===== src/rtl/serial_word_comparator_if.sv =====
// Handshake and result bundle between the nibble comparator stage and the
// serial word comparator.
interface serial_word_comparator_if;
  logic start;
  logic in_valid;
  logic eq_in;
  logic agb_in;
  logic alb_in;
  logic busy;
  logic done;
  logic word_eq;
  logic word_agb;
  logic word_alb;
  logic err;

  modport master (
    output start, in_valid, eq_in, agb_in, alb_in,
    input  busy, done, word_eq, word_agb, word_alb, err
  );

  modport slave (
    input  start, in_valid, eq_in, agb_in, alb_in,
    output busy, done, word_eq, word_agb, word_alb, err
  );
endinterface


===== src/rtl/serial_word_comparator.sv =====
// Serial multi-nibble word comparator: MSB nibble first, the first unequal
// nibble decides, and every beat is consumed to keep word framing intact.
module serial_word_comparator #(
  parameter int NIBBLES = 4,
  parameter int CNT_W   = 5
) (
  input  logic                        clk,
  input  logic                        rst,
  serial_word_comparator_if.slave     bus
);
  typedef enum logic [1:0] {IDLE, COMPARE, DECIDED, DONE} state_t;

  localparam logic [CNT_W-1:0] LAST = CNT_W'(NIBBLES);

  state_t           state, state_n;
  logic [CNT_W-1:0] cnt, cnt_n;
  logic             dagb, dagb_n, dalb, dalb_n;
  logic             weq_n, wagb_n, walb_n, err_n;
  logic [2:0]       flags;
  logic             onehot;

  assign flags  = {bus.eq_in, bus.agb_in, bus.alb_in};
  assign onehot = $onehot(flags);

  // The decision is tracked internally; word_* only change on the completion
  // edge so they stay all-zero while the word is in flight.
  always_comb begin
    state_n = state;
    cnt_n   = cnt;
    dagb_n  = dagb;
    dalb_n  = dalb;
    weq_n   = bus.word_eq;
    wagb_n  = bus.word_agb;
    walb_n  = bus.word_alb;
    err_n   = bus.err;
    case (state)
      IDLE: begin
        if (bus.start) begin
          state_n = COMPARE;
          cnt_n   = '0;
          dagb_n  = 1'b0;
          dalb_n  = 1'b0;
          weq_n   = 1'b0;
          wagb_n  = 1'b0;
          walb_n  = 1'b0;
          err_n   = 1'b0;
        end
      end
      COMPARE, DECIDED: begin
        if (bus.in_valid) begin
          cnt_n = cnt + CNT_W'(1);
          if (!onehot) err_n = 1'b1;
          if (state == COMPARE && onehot) begin
            dagb_n = bus.agb_in;
            dalb_n = bus.alb_in;
          end
          if (cnt_n == LAST) begin
            state_n = DONE;
            weq_n   = !(dagb_n || dalb_n);
            wagb_n  = dagb_n;
            walb_n  = dalb_n;
          end else if (dagb_n || dalb_n) begin
            state_n = DECIDED;
          end
        end
      end
      DONE:    state_n = IDLE;
      default: state_n = IDLE;
    endcase
  end

  always_ff @(posedge clk) begin
    if (rst) begin
      state        <= IDLE;
      cnt          <= '0;
      dagb         <= 1'b0;
      dalb         <= 1'b0;
      bus.busy     <= 1'b0;
      bus.done     <= 1'b0;
      bus.word_eq  <= 1'b0;
      bus.word_agb <= 1'b0;
      bus.word_alb <= 1'b0;
      bus.err      <= 1'b0;
    end else begin
      state        <= state_n;
      cnt          <= cnt_n;
      dagb         <= dagb_n;
      dalb         <= dalb_n;
      bus.busy     <= (state_n == COMPARE) || (state_n == DECIDED);
      bus.done     <= (state_n == DONE);
      bus.word_eq  <= weq_n;
      bus.word_agb <= wagb_n;
      bus.word_alb <= walb_n;
      bus.err      <= err_n;
    end
  end
endmodule


===== src/flat_wrapper.sv =====
// flat-port wrapper written by rule: the top's interface ports become plain ports
module serial_word_comparator_flat 
#(
  parameter int NIBBLES = 4,
  parameter int CNT_W   = 5
)
  (clk, rst, bus_start, bus_in_valid, bus_eq_in, bus_agb_in, bus_alb_in, bus_busy, bus_done, bus_word_eq, bus_word_agb, bus_word_alb, bus_err);
  serial_word_comparator_if bus_i ();
  input  logic clk;
  input  logic rst;
  input wire logic [$bits(bus_i.start)-1:0] bus_start;
  input wire logic [$bits(bus_i.in_valid)-1:0] bus_in_valid;
  input wire logic [$bits(bus_i.eq_in)-1:0] bus_eq_in;
  input wire logic [$bits(bus_i.agb_in)-1:0] bus_agb_in;
  input wire logic [$bits(bus_i.alb_in)-1:0] bus_alb_in;
  output wire logic [$bits(bus_i.busy)-1:0] bus_busy;
  output wire logic [$bits(bus_i.done)-1:0] bus_done;
  output wire logic [$bits(bus_i.word_eq)-1:0] bus_word_eq;
  output wire logic [$bits(bus_i.word_agb)-1:0] bus_word_agb;
  output wire logic [$bits(bus_i.word_alb)-1:0] bus_word_alb;
  output wire logic [$bits(bus_i.err)-1:0] bus_err;
  assign bus_i.start = bus_start;
  assign bus_i.in_valid = bus_in_valid;
  assign bus_i.eq_in = bus_eq_in;
  assign bus_i.agb_in = bus_agb_in;
  assign bus_i.alb_in = bus_alb_in;
  assign bus_busy = bus_i.busy;
  assign bus_done = bus_i.done;
  assign bus_word_eq = bus_i.word_eq;
  assign bus_word_agb = bus_i.word_agb;
  assign bus_word_alb = bus_i.word_alb;
  assign bus_err = bus_i.err;
  serial_word_comparator #(.NIBBLES(NIBBLES), .CNT_W(CNT_W)) u_core (.clk(clk), .rst(rst), .bus(bus_i));
endmodule

===== config.mk =====
export PLATFORM = sky130hd
export DESIGN_NAME = serial_word_comparator_flat
export DESIGN_NICKNAME = d
export VERILOG_FILES = /design/src/rtl/serial_word_comparator_if.sv /design/src/rtl/serial_word_comparator.sv /design/src/flat_wrapper.sv
export SDC_FILE = /design/constraint.sdc
export NUM_CORES = 1
export LEC_CHECK = 0
export ABC_AREA = 1
export CAP_MARGIN = 40
export CORE_MARGIN = 5
export CORE_UTILIZATION = 47
export CTS_CLUSTER_DIAMETER = 200
export DETAILED_ROUTE_END_ITERATION = 8
export HOLD_SLACK_MARGIN = 0.1
export PLACE_DENSITY = 0.8
export SLEW_MARGIN = 20
export SYNTH_ARGS = -nofsm -noshare
export SYNTH_HDL_FRONTEND = slang
export SYNTH_SLANG_ARGS = --single-unit

===== constraint.sdc =====
create_clock -name clk -period 2.4 [get_ports clk]
set_clock_uncertainty 0.2 [all_clocks]
set_input_delay 0.48 -clock clk [delete_from_list [all_inputs] [get_ports clk]]
set_output_delay 0.48 -clock clk [all_outputs]
set_load 0.05 [all_outputs]

Word level (Yosys, flattened, before mapping)
Index checks and enable logic that the tools add are counted.
W data, S select, Z words.

operators by class
  multiplexer cells = 31
  multiply operators = 0
  magnitude comparators = 0
  eq/ne operators = 12
  reductions and logical operators = 10
  add/subtract/negate cells = 3
  divide/modulo/power cells = 0
  shift operators = 0
  bitwise logic cells = 0

operators by type and width
  cell                   number
  $mux W1                17
  $pmux W1 S2            6
  $mux W5                2
  $pmux W5 S2            1
  $eq A2 B2 Y1 const B   4
  $mux W2                4
  $reduce_and A4 Y1      2
  $eq A2 B1 Y1 const B   3
  $ne A2 B2 Y1 const B   3
  $pmux W2 S3            1
  $add A5 B1 Y5 const B  1
  $eq A5 B3 Y1 const B   1
  $reduce_and A3 Y1      1
  $add A1 B1 Y2          1
  $add A2 B1 Y2          1
  $logic_not A2 Y1       1
  $logic_or A1 B1 Y1     2
  $ne A2 B1 Y1 const B   1
  $reduce_bool A2 Y1     1
  $reduce_or A2 Y1       1
  $logic_and A1 B1 Y1    1
  $logic_not A1 Y1       1

word-level totals
  input port bits = 7
  bits in latches = 0
  memories kept = 0
  output and inout bits = 6
  register bits = 15
  logic and storage cells = 66
  bits in read-only memories = 0
  memory bits (writable) = 0

Depth between registers and ports, before layout
Gate-level depths: netlist of run 1.

  depth after elaboration = 14
  gate-level depth with buffers = 15

Worst setup path after synthesis of run 1
No wires, ideal clock.

  kind = in2reg
  from = in bus_alb_in
  to = reg u_core.bus.busy
  slack = 0.072 ns
  setup time = 0.130 ns
  data arrival time = 1.998 ns
  required time = 2.070 ns
  stages = 15
  cells stage by stage = inv_1 -> fa_1 -> inv_2 -> nand3_1 -> nand2_1 -> nand2_1 -> nand2_1 -> nand2_1 -> nand2_1 -> nand2_1 -> nand2_1 -> nand2_1 -> ha_1 -> inv_1 -> nor2_1

on the way
  longest elaborated chain between the ends = 14

RTL lines
  what                                                 line                             source
  start: declaration                                   flat_wrapper.sv:15               input wire logic [$bits(bus_i.alb_in)-1:0] bus_alb_in;
  $add A1 B1 Y2 (implied by the code)                  serial_word_comparator.sv:23     assign onehot = $onehot(flags);
  $add A2 B1 Y2 (implied by the code)                  serial_word_comparator.sv:23
  $eq A2 B1 Y1                                         serial_word_comparator.sv:23
  $logic_and A1 B1 Y1                                  serial_word_comparator.sv:53     if (state == COMPARE && onehot) begin
  $mux W1                                              serial_word_comparator.sv:53
  $mux W1                                              serial_word_comparator.sv:50     if (bus.in_valid) begin
  $mux W1                                              serial_word_comparator.sv:36     case (state)
  $logic_or A1 B1 Y1 *                                 serial_word_comparator.sv:62     end else if (dagb_n || dalb_n) begin
  $mux W2 *                                            serial_word_comparator.sv:62
  $mux W2 *                                            serial_word_comparator.sv:57     if (cnt_n == LAST) begin
  $mux W2 *                                            serial_word_comparator.sv:50
  $pmux W2 S3 *                                        serial_word_comparator.sv:36
  $eq A2 B1 Y1 / $eq A2 B2 Y1 (equally long branches)  serial_word_comparator.sv:89     bus.busy <= (state_n == COMPARE) || (state_n == DECIDED);
  $logic_or A1 B1 Y1 *                                 serial_word_comparator.sv:89
  end signal: assignment                               serial_word_comparator.sv:89
  end: declaration                                     serial_word_comparator_if.sv:23  output busy, done, word_eq, word_agb, word_alb, err

Every way passes the cells marked *; elsewhere a longest branch is shown, timed or not. The select of a mux whose other input is x is not followed.
A chain may end at the register's enable or synchronous reset.

Final worst setup path of run 1
  from = in bus_eq_in
  to = reg u_core.bus.busy

on the way
  longest elaborated chain between the ends = 13

RTL lines
  what                                                 line                          source
  start: declaration                                   flat_wrapper.sv:13            input wire logic [$bits(bus_i.eq_in)-1:0] bus_eq_in;
  $add A2 B1 Y2 (implied by the code) *                serial_word_comparator.sv:23
  $eq A2 B1 Y1 *                                       serial_word_comparator.sv:23
  $logic_and A1 B1 Y1 *                                serial_word_comparator.sv:53
  $mux W1                                              serial_word_comparator.sv:53
  $mux W1                                              serial_word_comparator.sv:50
  $mux W1                                              serial_word_comparator.sv:36
  $logic_or A1 B1 Y1 *                                 serial_word_comparator.sv:62
  $mux W2 *                                            serial_word_comparator.sv:62
  $mux W2 *                                            serial_word_comparator.sv:57
  $mux W2 *                                            serial_word_comparator.sv:50
  $pmux W2 S3 *                                        serial_word_comparator.sv:36
  $eq A2 B1 Y1 / $eq A2 B2 Y1 (equally long branches)  serial_word_comparator.sv:89
  $logic_or A1 B1 Y1 *                                 serial_word_comparator.sv:89

Marked as above.

==> out/summary.log, run 1 <==
INFO  logic_synthesis synth_edf_count=0
INFO  logic_synthesis post_synth_fa_ha_maj_area_fraction=0.0939
INFO  global_routing first_pass_grt_wire_length=3.19mm
INFO  clock_tree     ctsHtreeMaxLevel=1
INFO  detailed_routing wl=1.89mm
INFO  sta            finalWorstPathRequiredPeriod=2310ps
INFO  detailed_routing dr.first_iter.drc_count=9
INFO  die            core_region_area=1750um2
INFO  logic_synthesis synth.cell_area=880um2
INFO  cells_and_area largest_registers=u_core.cnt (5), u_core.state (2)
INFO  hold_path      hold_start=u_core.bus.err$_SDFFE_PP0P_
INFO  pwr            p_leak=0.501nW
INFO  sta            timing.max_slew.rel_slack=0.602
INFO  pwr            share_seq_of_total_power=0.466
INFO  worst_setup_path worst_ep_arrival_time=2270ps
INFO  worst_setup_path cp.buffers_inverters=4
INFO  cells_and_area largest_register_ff_count=5
INFO  logic_synthesis synth-seq-area-share=0.341
INFO  clock_tree     clock_tree.root_cell=clkbuf_4
INFO  global_routing grt-ovfl-total=0
INFO  cells_and_area insertedDiodeCount=0
INFO  logic_synthesis synth.area.top_cells=dfxtp_1, nand2_1, ha_1
INFO  pwr            power.clock.fraction=0.266
INFO  worst_setup_path endpoint_kind=flip-flop
INFO  global_routing track_usage=0.153
INFO  hold_path      number_of_stages_on_the_worst_hold_path=1
INFO  logic_synthesis synth_top_area_share=0.341
INFO  detailed_routing route.detailed.drc=0
INFO  sta            finalHoldViolations=0
INFO  logic_synthesis simple_gate_share_of_the_synthesized_area=0.310
INFO  sta            report.final.slew_viol_count=0
INFO  logic_synthesis ys_flop_type=dfxtp_1
INFO  detailed_routing detail_route.first_pass.iterations=4
INFO  worst_setup_path rr_endpoint=u_core.state[1]$_SDFF_PP0_
INFO  worst_setup_path cells_along_the_critical_path=dlygate4sd2_1 > inv_2 > fa_1 > inv_2 > nand3_2 > nand2_2 > nand2_2 > nand2_2 > nand2_2 > nand2_2 > nand2_1 > nand2_1 > nand2_1 > ha_1 > inv_1 > nor2_1
INFO  pwr            worst_ir_drop_vdd=371uV
INFO  pwr            p_total=0.568mW
INFO  placement      placement.io_buffers=12
INFO  die            die_h=53.3um
INFO  worst_setup_path crit_path_max_incr_delay=410ps
INFO  logic_synthesis yosys.area.top_type=dfxtp_1
INFO  sta            worst-slew-pin-transition=595ps
INFO  hold_path      whs_endpoint=u_core.bus.err$_SDFFE_PP0P_
INFO  cells_and_area top_register=u_core.cnt
INFO  worst_setup_path r2r_setup_slack=330ps
INFO  detailed_routing detail_route_antenna_nets=0
INFO  die            floorplan.die_area=2840um2
INFO  clock_tree     cts_tree=yes
INFO  pwr            p_sw_frac=0.318
INFO  clock_tree     clk-insertion-delay-late=290ps
INFO  logic_synthesis synth_seq_cells=15
INFO  worst_setup_path critical_path.max_fanout=4
INFO  logic_synthesis synth.net_count=127
INFO  sta            fin_hold_ws=272ps
INFO  pwr            pwr_density_cell=492nW/um2
INFO  logic_synthesis synth_xor_area_frac=0.0199
INFO  detailed_routing routed-via-count=813
INFO  hold_path      min_path_type=reg -> reg
INFO  pwr            intPower=0.387mW
INFO  worst_setup_path timing.rr.start=u_core.cnt[0]$_SDFFE_PP0P_
INFO  placement      finalWeightedCongestion=0.790
INFO  run_status     status=finished, final reports clean
INFO  global_routing grt_antenna_before_repair=0
INFO  die            initial_utilization=0.504
INFO  worst_setup_path timing.critical_path.max_delay_family=adder cells
INFO  clock_tree     cts_made_buffers=3
INFO  sta            max_freq=0.433GHz
INFO  die            io-pin-count=13
INFO  logic_synthesis ys_async_sr_fraction=0
INFO  cells_and_area drive_gt1_frac=0.307
INFO  pwr            net-switching-power=0.180mW
INFO  sta            finalCritPeriodShare=0.962
INFO  cells_and_area nFillCells=159
INFO  detailed_routing final_routed_wire_length_divided_by_cell_count=11.4um
INFO  detailed_routing via_to_cell_ratio=4.93
INFO  worst_setup_path critPathLaunchType=input port
INFO  die            dieWidth=53.3um
INFO  global_routing grt_start_max_net_pins=16
INFO  clock_tree     holdBufCountCts=0
INFO  clock_tree     ctsLongestPathBuffers=2
INFO  logic_synthesis synth-warning-count=0
INFO  pwr            power.share.combinational=0.268
INFO  sta            tns=0ps
INFO  worst_setup_path cell_depth_of_the_worst_flop_to_flop_path=10
INFO  cells_and_area area_growth_syn_to_layout=31.3%
INFO  worst_setup_path worst_setup_path_category=in -> reg
INFO  logic_synthesis combinational_family_with_the_most_area_after_synthesis=simple AND/OR/NAND/NOR gates
INFO  sta            finalSetupViolations=0
INFO  global_routing via_count_of_the_first_global_routing_pass=821
INFO  logic_synthesis yosysUniqueCellTypes=27
INFO  job            max_cap_violations=0
INFO  logic_synthesis postSynthAreaPerCell=7.72um2
INFO  worst_setup_path crit_path_top_delay_cell=fa_1
INFO  clock_tree     path_clk_slew=90ps
INFO  logic_synthesis muxShareOfSynthArea=0
INFO  cells_and_area finish.utilization=0.662
INFO  clock_tree     cts_num_sinks=15
INFO  cells_and_area finish.net_count=154
INFO  placement      dp.final_hpwl=1.35mm
INFO  logic_synthesis synth_compound_area_frac=0.139
INFO  die            fp-row-count=15
INFO  worst_setup_path crit_top_cell=nand2_2
INFO  logic_synthesis postSynthCellCount=114
INFO  worst_setup_path timing.critical_path.required=2360ps
power groups by stage:
stage,clock [mW],combinational [mW],sequential (mW)
2_1_floorplan,0,0.0774,0.285
3_3_place_gp,0,0.133,0.269
3_5_place_dp,0,0.137,0.270
4_1_cts,0.151,0.142,0.264
5_1_grt,0.160,0.166,0.266
6_report,0.151,0.152,0.264
worst max-delay path by stage:
stage	depth (start not counted)	start	to	slack [ps]
2_1_floorplan	15	bus_alb_in	u_core.bus.busy$_SDFF_PP0_	70
3_3_place_gp	16	bus_alb_in	u_core.bus.busy$_SDFF_PP0_	-450
3_5_place_dp	16	bus_alb_in	u_core.bus.busy$_SDFF_PP0_	-490
4_1_cts	15	bus_eq_in	u_core.bus.busy$_SDFF_PP0_	90
5_1_grt	16	bus_eq_in	u_core.bus.busy$_SDFF_PP0_	-50
6_report	16	bus_eq_in	u_core.bus.busy$_SDFF_PP0_	90
kinds of logic (layout without fill, tap and decap cells):
| kind of cell | after synthesis | after routing |
|---|---|---|
| AND/OR/NAND/NOR | 56 | 56 |
| adder cells (fa/ha/maj) | 6 | 6 |
| buffers and inverters | 18 | 44 |
| XOR/XNOR | 2 | 2 |
| AO/OA/AOI/OAI | 17 | 17 |
| flip-flops | 15 | 15 |
per-stage QoR:
| stage | cell area, um2 | setup slack [ps] | std cells |
|---|---|---|---|
| floorplan | 880 | 72.2 | 114 |
| CTS | 1120 | 87.8 | 163 |
| global route | 1150 | -46.4 | 165 |
| detailed placement | 1070 | -485 | 156 |
| global placement | 1070 | -454 | 156 |
| finish | 1150 | 90.4 | 165 |
cell usage in the layout, fill, tap and decap left out, drive strengths merged:
cell type	netlist	routed
nand3	10	10
bufinv	1	1
a21oi	9	9
xor2	1	1
o211ai	1	1
a211oi	1	1
a22oi	3	3
nand4	3	3
o21ai	1	1
nand2	28	28
inv	16	16
o21a	2	2
ha	5	5
dlygate4sd2	0	1
fa	1	1
nor2	14	14
buf	0	11
clkdlybuf4s15	0	1
clkdlybuf4s50	0	9
xnor2	1	1
clkbuf	1	5
or2	1	1
dfxtp	15	15
synthesized netlist by cell type (2+ instances only):
master,number
dfxtp_1,15
nor2_4,2
a22oi_1,3
ha_1,5
a21oi_2,2
nand4_1,3
nand2_2,2
nand3_1,8
nor2_1,12
a21oi_1,7
inv_1,12
nand2_1,26
inv_2,3
cell type report:
type                    instances  area [um2]  share of cell area
multi-input cells              81         520               0.451
clock buffers                   4        26.3              0.0228
inverters                      17        80.1              0.0693
well taps                      25        31.3              0.0271
flip-flops and latches         15         300               0.260
repair buffers                 23         196               0.170
layer usage:
layer	GRT usage	share of wire	vias to the layer above
li1	-	-	422
met1	0.174	0.42	372
met2	0.273	0.52	13
met3	0.0254	0.038	6
met4	0.0681	0.019	0
met5	0	0	-
what timing repair did:
item	in CTS	in global routing
pin swaps	5	6
endpoints found under the hold margin	0	0
buffers inserted	3	2
gates resized for setup	7	11
endpoints found under the setup margin	2	2
worst reg2reg max path, cell delays in order, from the launching register on:
cell	delay, ps
dfxtp_1	430
ha_1	220
nand3_1	140
xor2_1	250
nand3_1	140
nand2_1	90
nand2_2	60
buf_4	130
buf_4	120
buf_4	120
a21oi_1	110
(Power assumes the default switching activity.)
==> run 2, diff against run 1 <==
--- a/config.mk
+++ b/config.mk
@@ -5,11 +5,9 @@
 export SDC_FILE = /design/constraint.sdc
 export NUM_CORES = 1
 export LEC_CHECK = 0
-export ABC_AREA = 1
 export CAP_MARGIN = 40
 export CORE_MARGIN = 5
 export CORE_UTILIZATION = 47
-export CTS_CLUSTER_DIAMETER = 200
 export DETAILED_ROUTE_END_ITERATION = 8
 export HOLD_SLACK_MARGIN = 0.1
 export PLACE_DENSITY = 0.8
==> run 2 against run 1 <==
Against the previous run:
- flip-flop and latch count unchanged
- worst hold slack improved by 6.4 ps
- global-route usage increased by 0.25 points
- sequential share of layout area increased by 1.4 points
- fmax increased by 0.15%
- sequential power decreased by 2%
- critical path depth decreased by 7
- setup slack improved by 3.6 ps
- combinational power decreased by 26%
- design area decreased by 5.0%
- highest routed layer unchanged
- non-clock buffer count decreased by 3
- via count decreased by 1.4%
==> out/summary.log, run 2 <==
INFO  detailed_routing final_routed_wire_length_divided_by_cell_count=12.6um [was 11.4 um]
INFO  pwr            worst_ir_drop_vdd=441uV [was 371 uV]
INFO  sta            finalWorstPathRequiredPeriod=2310ps [about the same]
INFO  clock_tree     cts_made_buffers=3 [unchanged]
INFO  cells_and_area mostFrequentLayoutCells=dfxtp_1, clkdlybuf4s50_1, nand2_1, a21oi_1, buf_4 [was nand2_1, dfxtp_1, nor2_1]
INFO  global_routing track_usage=0.155 [was 0.153]
INFO  detailed_routing detail_route.first_pass.iterations=4 [unchanged]
INFO  clock_tree     cts_tree=yes [unchanged]
INFO  clock_tree     holdBufCountCts=0 [unchanged]
INFO  worst_setup_path critPathLaunchType=input port [unchanged]
INFO  logic_synthesis ys_flop_type=dfxtp_1 [unchanged]
INFO  cells_and_area largest_register_ff_count=5 [unchanged]
INFO  cells_and_area top_register=u_core.cnt [unchanged]
INFO  worst_setup_path critical_path.max_fanout=3 [was 4]
INFO  die            core_region_area=1750um2 [unchanged]
INFO  hold_path      min_path_type=reg -> reg [unchanged]
INFO  detailed_routing via_to_cell_ratio=5.35 [was 4.93]
INFO  logic_synthesis synth-seq-area-share=0.342 [was 0.341]
INFO  clock_tree     clk-insertion-delay-late=290ps [about the same]
INFO  die            fp-row-count=15 [unchanged]
INFO  pwr            pwr_density_cell=474nW/um2 [was 492 nW/um2]
INFO  logic_synthesis synth.net_count=117 [was 127]
INFO  placement      finalWeightedCongestion=0.928 [was 0.790]
INFO  logic_synthesis yosysUniqueCellTypes=33 [was 27]
INFO  logic_synthesis synth.cell_area=878um2 [was 880 um2]
INFO  worst_setup_path worst_setup_path_category=in -> reg [unchanged]
INFO  global_routing grt_antenna_before_repair=0 [unchanged]
INFO  worst_setup_path crit_path_max_incr_delay=540ps [was 410 ps]
INFO  logic_synthesis most_used_standard_cell_by_instance_count_after_synthesis=dfxtp_1 [was nand2_1]
INFO  placement      dp.final_hpwl=1.44mm [was 1.35 mm]
INFO  die            die_h=53.2um [was 53.3 um]
INFO  cells_and_area layout_commonest_cell=dfxtp_1 [was nand2_1]
INFO  pwr            p_leak=0.426nW [was 0.501 nW]
INFO  sta            report.final.slew_viol_count=0 [unchanged]
INFO  worst_setup_path timing.critical_path.max_delay_family=adder cells [unchanged]
INFO  logic_synthesis synth-warning-count=0 [unchanged]
INFO  placement      placement.io_buffers=12 [unchanged]
INFO  global_routing grt_start_max_net_pins=12 [was 16]
INFO  pwr            power.clock.fraction=0.282 [was 0.266]
INFO  cells_and_area drive_gt1_frac=0.200 [was 0.307]
INFO  detailed_routing route.detailed.drc=0 [unchanged]
INFO  worst_setup_path crit_path_top_delay_cell=fa_1 [unchanged]
INFO  sta            finalCritPeriodShare=0.961 [was 0.962]
INFO  clock_tree     clock_tree.root_cell=clkbuf_4 [unchanged]
INFO  global_routing grt-ovfl-total=0 [unchanged]
INFO  worst_setup_path timing.critical_path.required=2390ps [was 2360 ps]
INFO  logic_synthesis synth_seq_cells=15 [unchanged]
INFO  worst_setup_path endpoint_kind=flip-flop [unchanged]
INFO  pwr            share_seq_of_total_power=0.500 [was 0.466]
INFO  clock_tree     ctsHtreeMaxLevel=1 [unchanged]
INFO  sta            max_freq=0.434GHz [was 0.433 GHz]
INFO  logic_synthesis postSynthCellCount=104 [was 114]
INFO  logic_synthesis synth.area.top_cells=dfxtp_1, ha_1, nand3b_1 [was dfxtp_1, nand2_1, ha_1]
INFO  pwr            power.share.combinational=0.217 [was 0.268]
INFO  logic_synthesis synth_edf_count=0 [unchanged]
INFO  run_status     status=finished, final reports clean [unchanged]
INFO  sta            fin_hold_ws=278ps [was 272 ps]
INFO  pwr            net-switching-power=0.155mW [was 0.180 mW]
INFO  worst_setup_path r2r_setup_slack=210ps [was 330 ps]
INFO  worst_setup_path cells_along_the_critical_path=buf_2 > inv_8 > fa_1 > nand3b_1 > mux2i_2 > a21o_1 > nand3_1 > ha_1 > nor2b_1 [was dlygate4sd2_1 > inv_2 > fa_1 > inv_2 > nand3_2 > nand2_2 > nand2_2 > nand2_2 > nand2_2 > nand2_2 > nand2_1 > nand2_1 > nand2_1 > ha_1 > inv_1 > nor2_1]
INFO  cells_and_area largest_registers=u_core.cnt (5), u_core.state (2) [unchanged]
INFO  clock_tree     ctsLongestPathBuffers=2 [unchanged]
INFO  die            floorplan.die_area=2830um2 [was 2840 um2]
INFO  detailed_routing routed-via-count=802 [was 813]
INFO  global_routing first_pass_grt_wire_length=3.19mm [about the same]
INFO  die            io-pin-count=13 [unchanged]
INFO  worst_setup_path cp.buffers_inverters=2 [was 4]
INFO  logic_synthesis ys_async_sr_fraction=0 [unchanged]
INFO  detailed_routing wl=1.88mm [was 1.89 mm]
INFO  sta            setup_repair_after_global_routing_missed_its_margin=no
INFO  cells_and_area finish.utilization=0.629 [was 0.662]
INFO  clock_tree     cts_num_sinks=15 [unchanged]
INFO  clock_tree     path_clk_slew=90ps [about the same]
INFO  global_routing via_count_of_the_first_global_routing_pass=741 [was 821]
INFO  logic_synthesis postSynthAreaPerCell=8.45um2 [was 7.72 um2]
INFO  pwr            p_sw_frac=0.297 [was 0.318]
INFO  cells_and_area finish.net_count=139 [was 154]
INFO  sta            finalSetupViolations=0 [unchanged]
INFO  cells_and_area area_growth_syn_to_layout=24.9% [was 31.3%]
INFO  logic_synthesis synth_top_area_share=0.342 [was 0.341]
INFO  die            initial_utilization=0.503 [was 0.504]
INFO  detailed_routing dr.first_iter.drc_count=23 [was 9]
INFO  sta            timing.max_slew.rel_slack=0.660 [was 0.602]
INFO  sta            worst-slew-pin-transition=508ps [was 595 ps]
INFO  pwr            intPower=0.365mW [was 0.387 mW]
INFO  die            dieWidth=53.2um [was 53.3 um]
INFO  detailed_routing detail_route_antenna_nets=0 [unchanged]
INFO  cells_and_area insertedDiodeCount=0 [unchanged]
INFO  worst_setup_path worst_ep_arrival_time=2300ps [was 2270 ps]
INFO  sta            finalHoldViolations=0 [unchanged]
INFO  job            max_cap_violations=0 [unchanged]
INFO  logic_synthesis synthTopCellsByCount=dfxtp_1, a21oi_1, inv_1, nand2_1 [was nand2_1, dfxtp_1, inv_1, nor2_1, nand3_1]
INFO  logic_synthesis yosys.area.top_type=dfxtp_1 [unchanged]
[run 2: cells by family after synthesis]
kind of cell / count (synthesis) / synth area share
adder cells (fa/ha/maj): 6 / 0.0940
AO/OA/AOI/OAI: 25 / 0.189
buffers and inverters: 11 / 0.0527
multiplexers: 4 / 0.0470
flip-flops: 15 / 0.342
AND/OR/NAND/NOR: 43 / 0.275
[run 2: repair_timing]
item                                    in CTS  in global routing
resized for setup                            8                  5
pin swaps                                    3                  3
endpoints found under the setup margin       7                  2
setup buffers                                1                  1
[run 2: through the flow]
stage / cell area, um2 / instances / power (mW) / setup slack [ps] / TNS, ps
after floorplan: 886 / 104 / 0.337 / -9.14 / -9.14
after global placement: 1070 / 144 / 0.374 / -646 / -3260
after detailed placement: 1070 / 144 / 0.377 / -686 / -3630
after CTS: 1100 / 149 / 0.525 / 0.952 / 0
after global routing: 1100 / 150 / 0.554 / 7.84 / 0
final: 1100 / 150 / 0.520 / 93.9 / 0
[run 2: final timing paths]
| check | start | end | cells after the start |
|---|---|---|---|
| worst max-delay path | bus_eq_in | u_core.bus.busy$_SDFF_PP0_ | 9 |
| worst min-delay path | u_core.bus.err$_SDFFE_PP0P_ | u_core.bus.err$_SDFFE_PP0P_ | 2 |
| worst max register to register | u_core.state[1]$_SDFF_PP0_ | u_core.bus.word_eq$_SDFFE_PP0P_ | 7 |
| worst min register to register | u_core.bus.err$_SDFFE_PP0P_ | u_core.bus.err$_SDFFE_PP0P_ | 2 |
[run 2: layer usage]
| layer | global-route usage | wire length, um | vias up |
|---|---|---|---|
| li1 | - | - | 410 |
| met1 | 0.209 | 929 | 372 |
| met2 | 0.237 | 856 | 15 |
| met3 | 0.0254 | 54 | 5 |
| met4 | 0.0766 | 42 | 0 |
| met5 | 0 | 0 | - |
[run 2: worst min-delay path: stages (launching register included)]
cell and delay [ps]:
dfxtp_1 340, a21oi_1 40, nor2_1 70
[run 2: power groups by stage]
stage | clock, mW | sequential (mW) | combinational, mW
6_report | 0.147 | 0.260 | 0.113
4_1_cts | 0.152 | 0.260 | 0.113
3_5_place_dp | 0 | 0.266 | 0.112
5_1_grt | 0.169 | 0.261 | 0.124
2_1_floorplan | 0 | 0.278 | 0.0588
3_3_place_gp | 0 | 0.266 | 0.109
[run 2: area by class of cell]
cell class,count,area (um2)
clock buffer,3,22.5
clock inverter,1,5.00
fill,157,648
inverter,8,37.5
multi-input combinational,78,536
sequential,15,300
tap,25,31.3
timing repair buffer,20,165
